==> src/rtl/x1_bus_pkg.sv <==
// ---------------------------------------------------------------------------
// x1_bus_pkg
// Shared definitions for the X1 system bus initiator:
//   bus_state_t    : bus-cycle state encoding (IDLE, T1, T2, TW, T3)
//   cycle_type_t   : cycle kind (MEM_RD, MEM_WR, IO_RD, IO_WR)
//   TIMEOUT_CYCLES : consecutive WAIT_n-low TW cycles before a forced end
//                    (only meaningful when X1_BUSINIT_TIMEOUT_EN is defined)
//   TW_W           : width of the fixed wait-state count (0..7)
// ---------------------------------------------------------------------------
package x1_bus_pkg;

  typedef enum logic [2:0] {
    ST_IDLE = 3'd0,
    ST_T1   = 3'd1,
    ST_T2   = 3'd2,
    ST_TW   = 3'd3,
    ST_T3   = 3'd4
  } bus_state_t;

  // Encoded as {io, we}.
  typedef enum logic [1:0] {
    MEM_RD = 2'b00,
    MEM_WR = 2'b01,
    IO_RD  = 2'b10,
    IO_WR  = 2'b11
  } cycle_type_t;

  localparam int TIMEOUT_CYCLES = 256;
  localparam int TW_W           = 3;

  function automatic cycle_type_t make_cycle(input logic io, input logic we);
    return cycle_type_t'({io, we});
  endfunction

  function automatic logic cycle_is_io(input cycle_type_t t);
    return (t == IO_RD) || (t == IO_WR);
  endfunction

  function automatic logic cycle_is_wr(input cycle_type_t t);
    return (t == MEM_WR) || (t == IO_WR);
  endfunction

endpackage

==> src/rtl/x1_bus_waitgen.sv <==
// ---------------------------------------------------------------------------
// x1_bus_waitgen
// Wait-state generator for the X1 bus initiator. Holds the fixed-wait
// down-counter, samples WAIT_n and (optionally) runs the stuck-WAIT timeout.
// Produces a single "advance to T3" decision for the FSM in T2/TW.
//
// Optional feature macro: X1_BUSINIT_TIMEOUT_EN (adds the timeout output).
//
// Ports:
//   I_CLK      in  T-state clock
//   I_RESET_n  in  asynchronous active-low reset
//   state      in  current bus-cycle state of the initiator
//   fixed_tw   in  fixed wait count for the cycle in flight, loaded in T1
//   wait_n     in  bus WAIT_n, active-low
//   adv_t3     out leave T2/TW for T3 at the next edge
//   timeout    out (macro only) TW forced to end by the stuck-WAIT timer
// ---------------------------------------------------------------------------
module x1_bus_waitgen
  import x1_bus_pkg::*;
(
  input  logic            I_CLK,
  input  logic            I_RESET_n,
  input  bus_state_t      state,
  input  logic [TW_W-1:0] fixed_tw,
  input  logic            wait_n,
  output logic            adv_t3
`ifdef X1_BUSINIT_TIMEOUT_EN
  ,
  output logic            timeout
`endif
);

  logic [TW_W-1:0] tw_cnt;

  // The count is loaded during T1 so it is ready when T2 decides; each TW
  // clock consumes one count. WAIT_n is only honoured once the fixed waits
  // are exhausted (count 0 in T2, or the last counted TW onwards).
  always_ff @(posedge I_CLK or negedge I_RESET_n) begin
    if (!I_RESET_n) begin
      tw_cnt <= '0;
    end else begin
      case (state)
        ST_T1: tw_cnt <= fixed_tw;
        ST_TW: if (tw_cnt != '0) tw_cnt <= tw_cnt - TW_W'(1);
        default: ;
      endcase
    end
  end

`ifdef X1_BUSINIT_TIMEOUT_EN
  logic [7:0] to_cnt;

  // Counts consecutive TW clocks with WAIT_n low; the 256th such clock ends
  // the cycle.
  assign timeout = (state == ST_TW) && !wait_n &&
                   (to_cnt == 8'(TIMEOUT_CYCLES - 1));

  always_ff @(posedge I_CLK or negedge I_RESET_n) begin
    if (!I_RESET_n) begin
      to_cnt <= '0;
    end else if ((state == ST_TW) && !wait_n) begin
      to_cnt <= to_cnt + 8'd1;
    end else begin
      to_cnt <= '0;
    end
  end
`else
  logic timeout;
  assign timeout = 1'b0;
`endif

  always_comb begin
    adv_t3 = 1'b0;
    case (state)
      ST_T2:   adv_t3 = (tw_cnt == '0) && wait_n;
      ST_TW:   adv_t3 = timeout || ((tw_cnt <= TW_W'(1)) && wait_n);
      default: adv_t3 = 1'b0;
    endcase
  end

endmodule

==> src/rtl/x1_bus_initiator.sv <==
// ---------------------------------------------------------------------------
// x1_bus_initiator
// Z80-style bus-cycle initiator for the X1 system bus. Converts a simple
// request/acknowledge interface into memory or I/O read/write cycles with
// MREQ_n/IORQ_n/RD_n/WR_n strobes, fixed wait states and WAIT_n extension.
//
// Optional feature macro: X1_BUSINIT_TIMEOUT_EN
//   defined   : stuck WAIT_n ends the cycle after 256 TW clocks, reads
//               return 8'hFF, O_TIMEOUT pulses with O_ACK.
//   undefined : TW may last indefinitely, no O_TIMEOUT port.
//
// Parameters:
//   MEM_TW  fixed wait states for memory cycles (0..7)
//   IO_TW   fixed wait states for I/O cycles (0..7)
//
// Ports:
//   I_CLK      in   T-state clock, rising edge
//   I_RESET_n  in   asynchronous active-low reset
//   I_REQ      in   request, accepted only in IDLE
//   I_IO       in   1 = I/O cycle, 0 = memory cycle
//   I_WE       in   1 = write, 0 = read
//   I_ADDR     in   cycle address
//   I_WDATA    in   write data
//   O_BUSY     out  high T1..T3
//   O_ACK      out  one-clock completion pulse (the IDLE clock after T3)
//   O_RDATA    out  read data, held until the next read completes
//   O_A        out  bus address, held in IDLE
//   O_DO       out  bus write data, held in IDLE
//   O_DOE      out  bus data-out enable (writes, T1..T3)
//   I_DI       in   bus read data, captured on T3 -> IDLE
//   O_MREQ_n, O_IORQ_n, O_RD_n, O_WR_n  out  bus strobes, active-low
//   I_WAIT_n   in   bus wait request, active-low
//   O_TIMEOUT  out  (macro only) cycle was ended by the WAIT_n timeout
//
// state | meaning
// ------+--------------------------------------------------------------
// IDLE  | no cycle; ACK clock after a cycle; I_REQ sampled here
// T1    | address (and write data) on the bus, no strobes
// T2    | strobes active; ends in TW if waits pending or WAIT_n low
// TW    | wait state, repeats for fixed waits and WAIT_n low samples
// T3    | last strobe clock; read data captured on the exit edge
// ---------------------------------------------------------------------------
module x1_bus_initiator
  import x1_bus_pkg::*;
#(
  parameter int unsigned MEM_TW = 0,
  parameter int unsigned IO_TW  = 1
) (
  input  logic        I_CLK,
  input  logic        I_RESET_n,
  input  logic        I_REQ,
  input  logic        I_IO,
  input  logic        I_WE,
  input  logic [15:0] I_ADDR,
  input  logic [7:0]  I_WDATA,
  output logic        O_BUSY,
  output logic        O_ACK,
  output logic [7:0]  O_RDATA,
  output logic [15:0] O_A,
  output logic [7:0]  O_DO,
  output logic        O_DOE,
  input  logic [7:0]  I_DI,
  output logic        O_MREQ_n,
  output logic        O_IORQ_n,
  output logic        O_RD_n,
  output logic        O_WR_n,
  input  logic        I_WAIT_n
`ifdef X1_BUSINIT_TIMEOUT_EN
  ,
  output logic        O_TIMEOUT
`endif
);

  localparam logic [TW_W-1:0] MEM_TW_V = TW_W'(MEM_TW);
  localparam logic [TW_W-1:0] IO_TW_V  = TW_W'(IO_TW);

  bus_state_t      state;
  cycle_type_t     cyc_type;
  logic [TW_W-1:0] fixed_tw;
  logic            adv_t3;
  logic            timeout;
  logic            timed_out;

  assign fixed_tw = cycle_is_io(cyc_type) ? IO_TW_V : MEM_TW_V;

  x1_bus_waitgen u_waitgen (
    .I_CLK     (I_CLK),
    .I_RESET_n (I_RESET_n),
    .state     (state),
    .fixed_tw  (fixed_tw),
    .wait_n    (I_WAIT_n),
    .adv_t3    (adv_t3)
`ifdef X1_BUSINIT_TIMEOUT_EN
    ,
    .timeout   (timeout)
`endif
  );

`ifndef X1_BUSINIT_TIMEOUT_EN
  assign timeout = 1'b0;
`endif

  // All bus outputs are set on the edge that enters the state they belong
  // to, so they are flop outputs and only move on I_CLK (or reset).
  always_ff @(posedge I_CLK or negedge I_RESET_n) begin
    if (!I_RESET_n) begin
      state     <= ST_IDLE;
      cyc_type  <= MEM_RD;
      timed_out <= 1'b0;
      O_BUSY    <= 1'b0;
      O_ACK     <= 1'b0;
      O_RDATA   <= 8'h00;
      O_A       <= 16'h0000;
      O_DO      <= 8'h00;
      O_DOE     <= 1'b0;
      O_MREQ_n  <= 1'b1;
      O_IORQ_n  <= 1'b1;
      O_RD_n    <= 1'b1;
      O_WR_n    <= 1'b1;
    end else begin
      O_ACK <= 1'b0;
      case (state)
        ST_IDLE: begin
          if (I_REQ) begin
            state     <= ST_T1;
            cyc_type  <= make_cycle(I_IO, I_WE);
            timed_out <= 1'b0;
            O_A       <= I_ADDR;
            if (I_WE) O_DO <= I_WDATA;
            O_DOE     <= I_WE;
            O_BUSY    <= 1'b1;
          end
        end
        ST_T1: begin
          state    <= ST_T2;
          O_MREQ_n <= cycle_is_io(cyc_type);
          O_IORQ_n <= !cycle_is_io(cyc_type);
          O_RD_n   <= cycle_is_wr(cyc_type);
          O_WR_n   <= !cycle_is_wr(cyc_type);
        end
        ST_T2, ST_TW: begin
          if (adv_t3) begin
            state     <= ST_T3;
            timed_out <= timeout;
          end else begin
            state <= ST_TW;
          end
        end
        ST_T3: begin
          state    <= ST_IDLE;
          O_MREQ_n <= 1'b1;
          O_IORQ_n <= 1'b1;
          O_RD_n   <= 1'b1;
          O_WR_n   <= 1'b1;
          O_DOE    <= 1'b0;
          O_BUSY   <= 1'b0;
          O_ACK    <= 1'b1;
          if (!cycle_is_wr(cyc_type)) O_RDATA <= timed_out ? 8'hFF : I_DI;
        end
        default: state <= ST_IDLE;
      endcase
    end
  end

`ifdef X1_BUSINIT_TIMEOUT_EN
  always_ff @(posedge I_CLK or negedge I_RESET_n) begin
    if (!I_RESET_n) begin
      O_TIMEOUT <= 1'b0;
    end else begin
      O_TIMEOUT <= (state == ST_T3) && timed_out;
    end
  end
`endif

endmodule

==> config.mk <==
export PLATFORM = sky130hd
export DESIGN_NAME = x1_bus_initiator
export DESIGN_NICKNAME = d
export VERILOG_FILES = /design/src/rtl/x1_bus_pkg.sv /design/src/rtl/x1_bus_waitgen.sv /design/src/rtl/x1_bus_initiator.sv
export SDC_FILE = /design/constraint.sdc
export NUM_CORES = 1
export LEC_CHECK = 0
export CELL_PAD_IN_SITES_DETAIL_PLACEMENT = 1
export CELL_PAD_IN_SITES_GLOBAL_PLACEMENT = 1
export CORE_ASPECT_RATIO = 0.9
export CORE_MARGIN = 2
export CORE_UTILIZATION = 36
export CTS_CLUSTER_DIAMETER = 50
export DETAILED_ROUTE_END_ITERATION = 10
export PLACE_DENSITY = 0.84
export SYNTH_ARGS = -nofsm -noshare
export SYNTH_HDL_FRONTEND = slang
export SYNTH_SLANG_ARGS = --single-unit
==> constraint.sdc <==
create_clock -name I_CLK -period 4.7 [get_ports I_CLK]
set_clock_uncertainty 0.15 [all_clocks]
set_input_delay 0.705 -clock I_CLK [delete_from_list [all_inputs] [get_ports I_CLK]]
set_output_delay 0.705 -clock I_CLK [all_outputs]
set_load 0.01 [all_outputs]
==> key figures <==
Power
  • Pint: 1.30 mW
  • Maximum vdd drop: 0.302 mV
  • Combinational fraction of design power: 0.450
  • Clock power share: 0.146
  • Leakage power: 1.20 nW
  • Power per cell area: 672 mW/mm^2
  • Net switching power: 0.632 mW
  • Switching share of power: 0.328
  • Sequential power share: 0.404

Yosys
  • Synth Warn #: 0
  • Count leader, synth: dfrtp_1
  • Top post-synthesis cells by area: dfrtp_1 (55%), mux2_2 (19%), dfstp_2 (5.4%), ha_1 (1.9%), a2bb2oi_1 (1.8%)
  • Yosys top cell by area: dfrtp_1
  • Synth cell types: 32
  • Mux contribution to synthesized area: 0.185
  • Number of flops mapped to enable cells by yosys: 0
  • Post-Synthesis Cell Area: 0.00195 mm^2
  • Synthesized flop and latch total: 47
  • Syn Nets: 180
  • Xor-xnor portion of the synthesized cell area: 0
  • Post-synth top area share: 0.553
  • Post-synthesis sequential area ratio: 0.607
  • Mean Syn Cell Area: 14.0 um^2
  • Compound-cell area share of the yosys netlist: 0.0900
  • Mapped Cells: 139
  • Ys async rst share: 1.00
  • Adder-cell share of the synthesized area: 0.0193
  • Largest family of logic cells by synthesized area: multiplexers
  • Simple-Gate Fraction of Synth Area: 0.0713
  • Most frequent cells after synthesis: dfrtp_1 (43), mux2_2 (32), inv_1 (8)
  • Synth Flop Type: dfrtp_1

CTS
  • CTS tree: yes
  • CTS clock-pin slew for the worst setup and hold paths: 0.08 ns
  • H-tree lvl count: 2
  • Root Driver: clkbuf_8
  • PostCTS Resize Cnt: 0
  • Clock sinks: 47
  • Clock Tree Buf Depth: 2
  • Skew-Pair Late Insertion Delay: 0.29 ns
  • Cts bufs inserted: 5
  • # hold bufs at CTS: 0
  • Post-CTS Setup Repair Bufs: 0

Cells and area
  • Ant diodes: 0
  • Fin nets: 259
  • P&R area growth vs syn: 47.6%
  • Share of cells above drive strength 1: 0.234
  • Post-route cell area: 0.00287 mm^2
  • Fill cells: 520

Critical path
  • Worst setup path endpoint: O_DO[1]
  • CP arrival: 2.58 ns
  • CP required: 4.72 ns
  • CP Capture Type: flip-flop
  • R2R Setup Slk: 2.27 ns
  • Critical path peak fanout: 13
  • Worst setup SP type: input pin
  • Kind of critical path: input pin to flip-flop
  • R2R depth: 3
  • Start point of the critical path: I_REQ
  • Worst flop-to-flop path endpoint: O_DO[1]
  • RR Startpoint: state[0]

Timing
  • Final hold vios: 0
  • Slew @ Worst Pin: 1.01 ns
  • RSZ-0062 raised after global routing: no
  • Max Transition Viols Final: 0
  • Setup TNS: 0 ns
  • Rel. slew slack: 0.326
  • Top achievable clock speed: 391 MHz
  • Fin crit share: 0.544
  • Final setup fails: 0
  • Tmin final: 2.56 ns

Global route
  • Fraction of met1 tracks used by global routing: 0.232
  • First-pass GRT wire length: 7990 um
  • Gr ovfl total: 0
  • Largest net degree at the start of global routing: 48
  • Global route hottest layer: met2
  • Initial antenna violation count: 0
  • Met3 usage: 0.0369
  • Total GRT Usage: 0.178
  • Global routing usage on met2: 0.299
  • Vias in the first global route: 1582

Placement
  • Final Wtd Congestion: 0.768
  • Placed instance area: 0.00277 mm^2
  • Post-DP HPWL: 3650 um
  • Port bufs: 76

Floorplanning
  • Core ar.: 0.00522 mm^2
  • Die Wd: 81.5 um
  • Die height: 73.8 um
  • Die area: 0.00601 mm^2
  • Row cnt: 25
  • IO Pins: 77
  • Initial Util: 0.373

Detailed routing
  • Via/cell ratio: 4.97
  • 1st-iter DRT viols: 91
  • Routed via count: 1417
  • Routed WL: 4960 um
  • DR WL/cell: 17.4 um
  • TritonRoute pass-1 iters: 4
  • Post-route DRC violation count: 0
  • ANT nets after route: 0

Hold path
  • Min-delay worst type: flip-flop to flip-flop
  • Hold depth: 1

Status
  • Status: completed

Run
  • MaxCap Viol Count: 0
## logic make-up after synthesis
kind of cell | Yosys count
muxes | 32
adders and majority gates | 3
AOI/OAI and AO/OA | 24
buffers and inverters | 13
and+or+nand+nor | 20
DFF | 47
## power by group through the flow
stage               registers [mW]  logic [mW]  clock network, mW
global route                 0.810       0.945              0.302
detailed placement           0.784       0.876                  0
floorplan                    0.809       0.375                  0
global placement             0.769       0.842                  0
CTS                          0.782       0.882              0.288
finish                       0.780       0.869              0.281
## state kept, by name, indices dropped and copies added, names as in the netlist
name / cells
O_MREQ_n: 1
O_WR_n: 1
cyc_type: 2
O_IORQ_n: 1
O_BUSY: 1
O_A: 16
O_RDATA: 8
O_ACK: 1
O_RD_n: 1
O_DO: 8
O_DOE: 1
state: 3
u_waitgen.tw_cnt: 3
## per-stage QoR
| step | std cells | setup slack (ns) | total power, mW | util | hold slack, ns |
|---|---|---|---|---|---|
| 2_1_floorplan | 139 | 2.88 | 1.18 | - | 0.259 |
| 3_3_place_gp | 278 | 1.87 | 1.61 | 0.530 | 0.339 |
| 3_5_place_dp | 278 | 1.81 | 1.66 | 0.530 | 0.345 |
| 4_1_cts | 285 | 2.13 | 1.95 | 0.550 | 0.364 |
| 5_1_grt | 285 | 2.02 | 2.06 | 0.550 | 0.383 |
| 6_report | 285 | 2.14 | 1.93 | 0.550 | 0.359 |
## layout make-up
type                       count  area [um^2]  area share
sequential                    47         1180       0.411
inverter                       8         30.0      0.0105
clock inverter                 1         30.0      0.0105
tap                           67         83.8      0.0292
clock buffer                   6         72.6      0.0253
timing repair buffer          77          763       0.266
multi-input combinational     79          712       0.248
## critical path, stage by stage
cell	delay (ns)
clkdlybuf4s50_1	0.47
nor4b_4	0.71
nand2_2	0.33
mux2_2	0.37
## layout by cell type (no fill, tap or decap), drive strengths merged, types with 3 or more instances in the layout
cell type	n
clkbuf	6
nand2b	3
o21ai	3
clkdlybuf4s50	75
a2bb2oi	4
nand2	6
o22ai	4
mux2	32
dfrtp	43
nor2	3
ha	3
dfstp	4
inv	8
## how the worst min path moves through the flow
stage,to,start
finish,O_DO[5],O_DO[5]
global route,O_DO[7],O_DO[7]
CTS,O_DO[3],O_DO[3]
detailed placement,O_DO[3],O_DO[3]
global placement,O_A[11],O_A[11]
floorplan,O_ACK,I_RESET_n
## per-layer routing
metal / vias to the layer above / share of wire
li1: 653 / -
met1: 711 / 0.43
met2: 47 / 0.51
met3: 6 / 0.049
met4: 0 / 0.012
met5: - / 0
No activity file was read; power rests on OpenSTA's default activity.
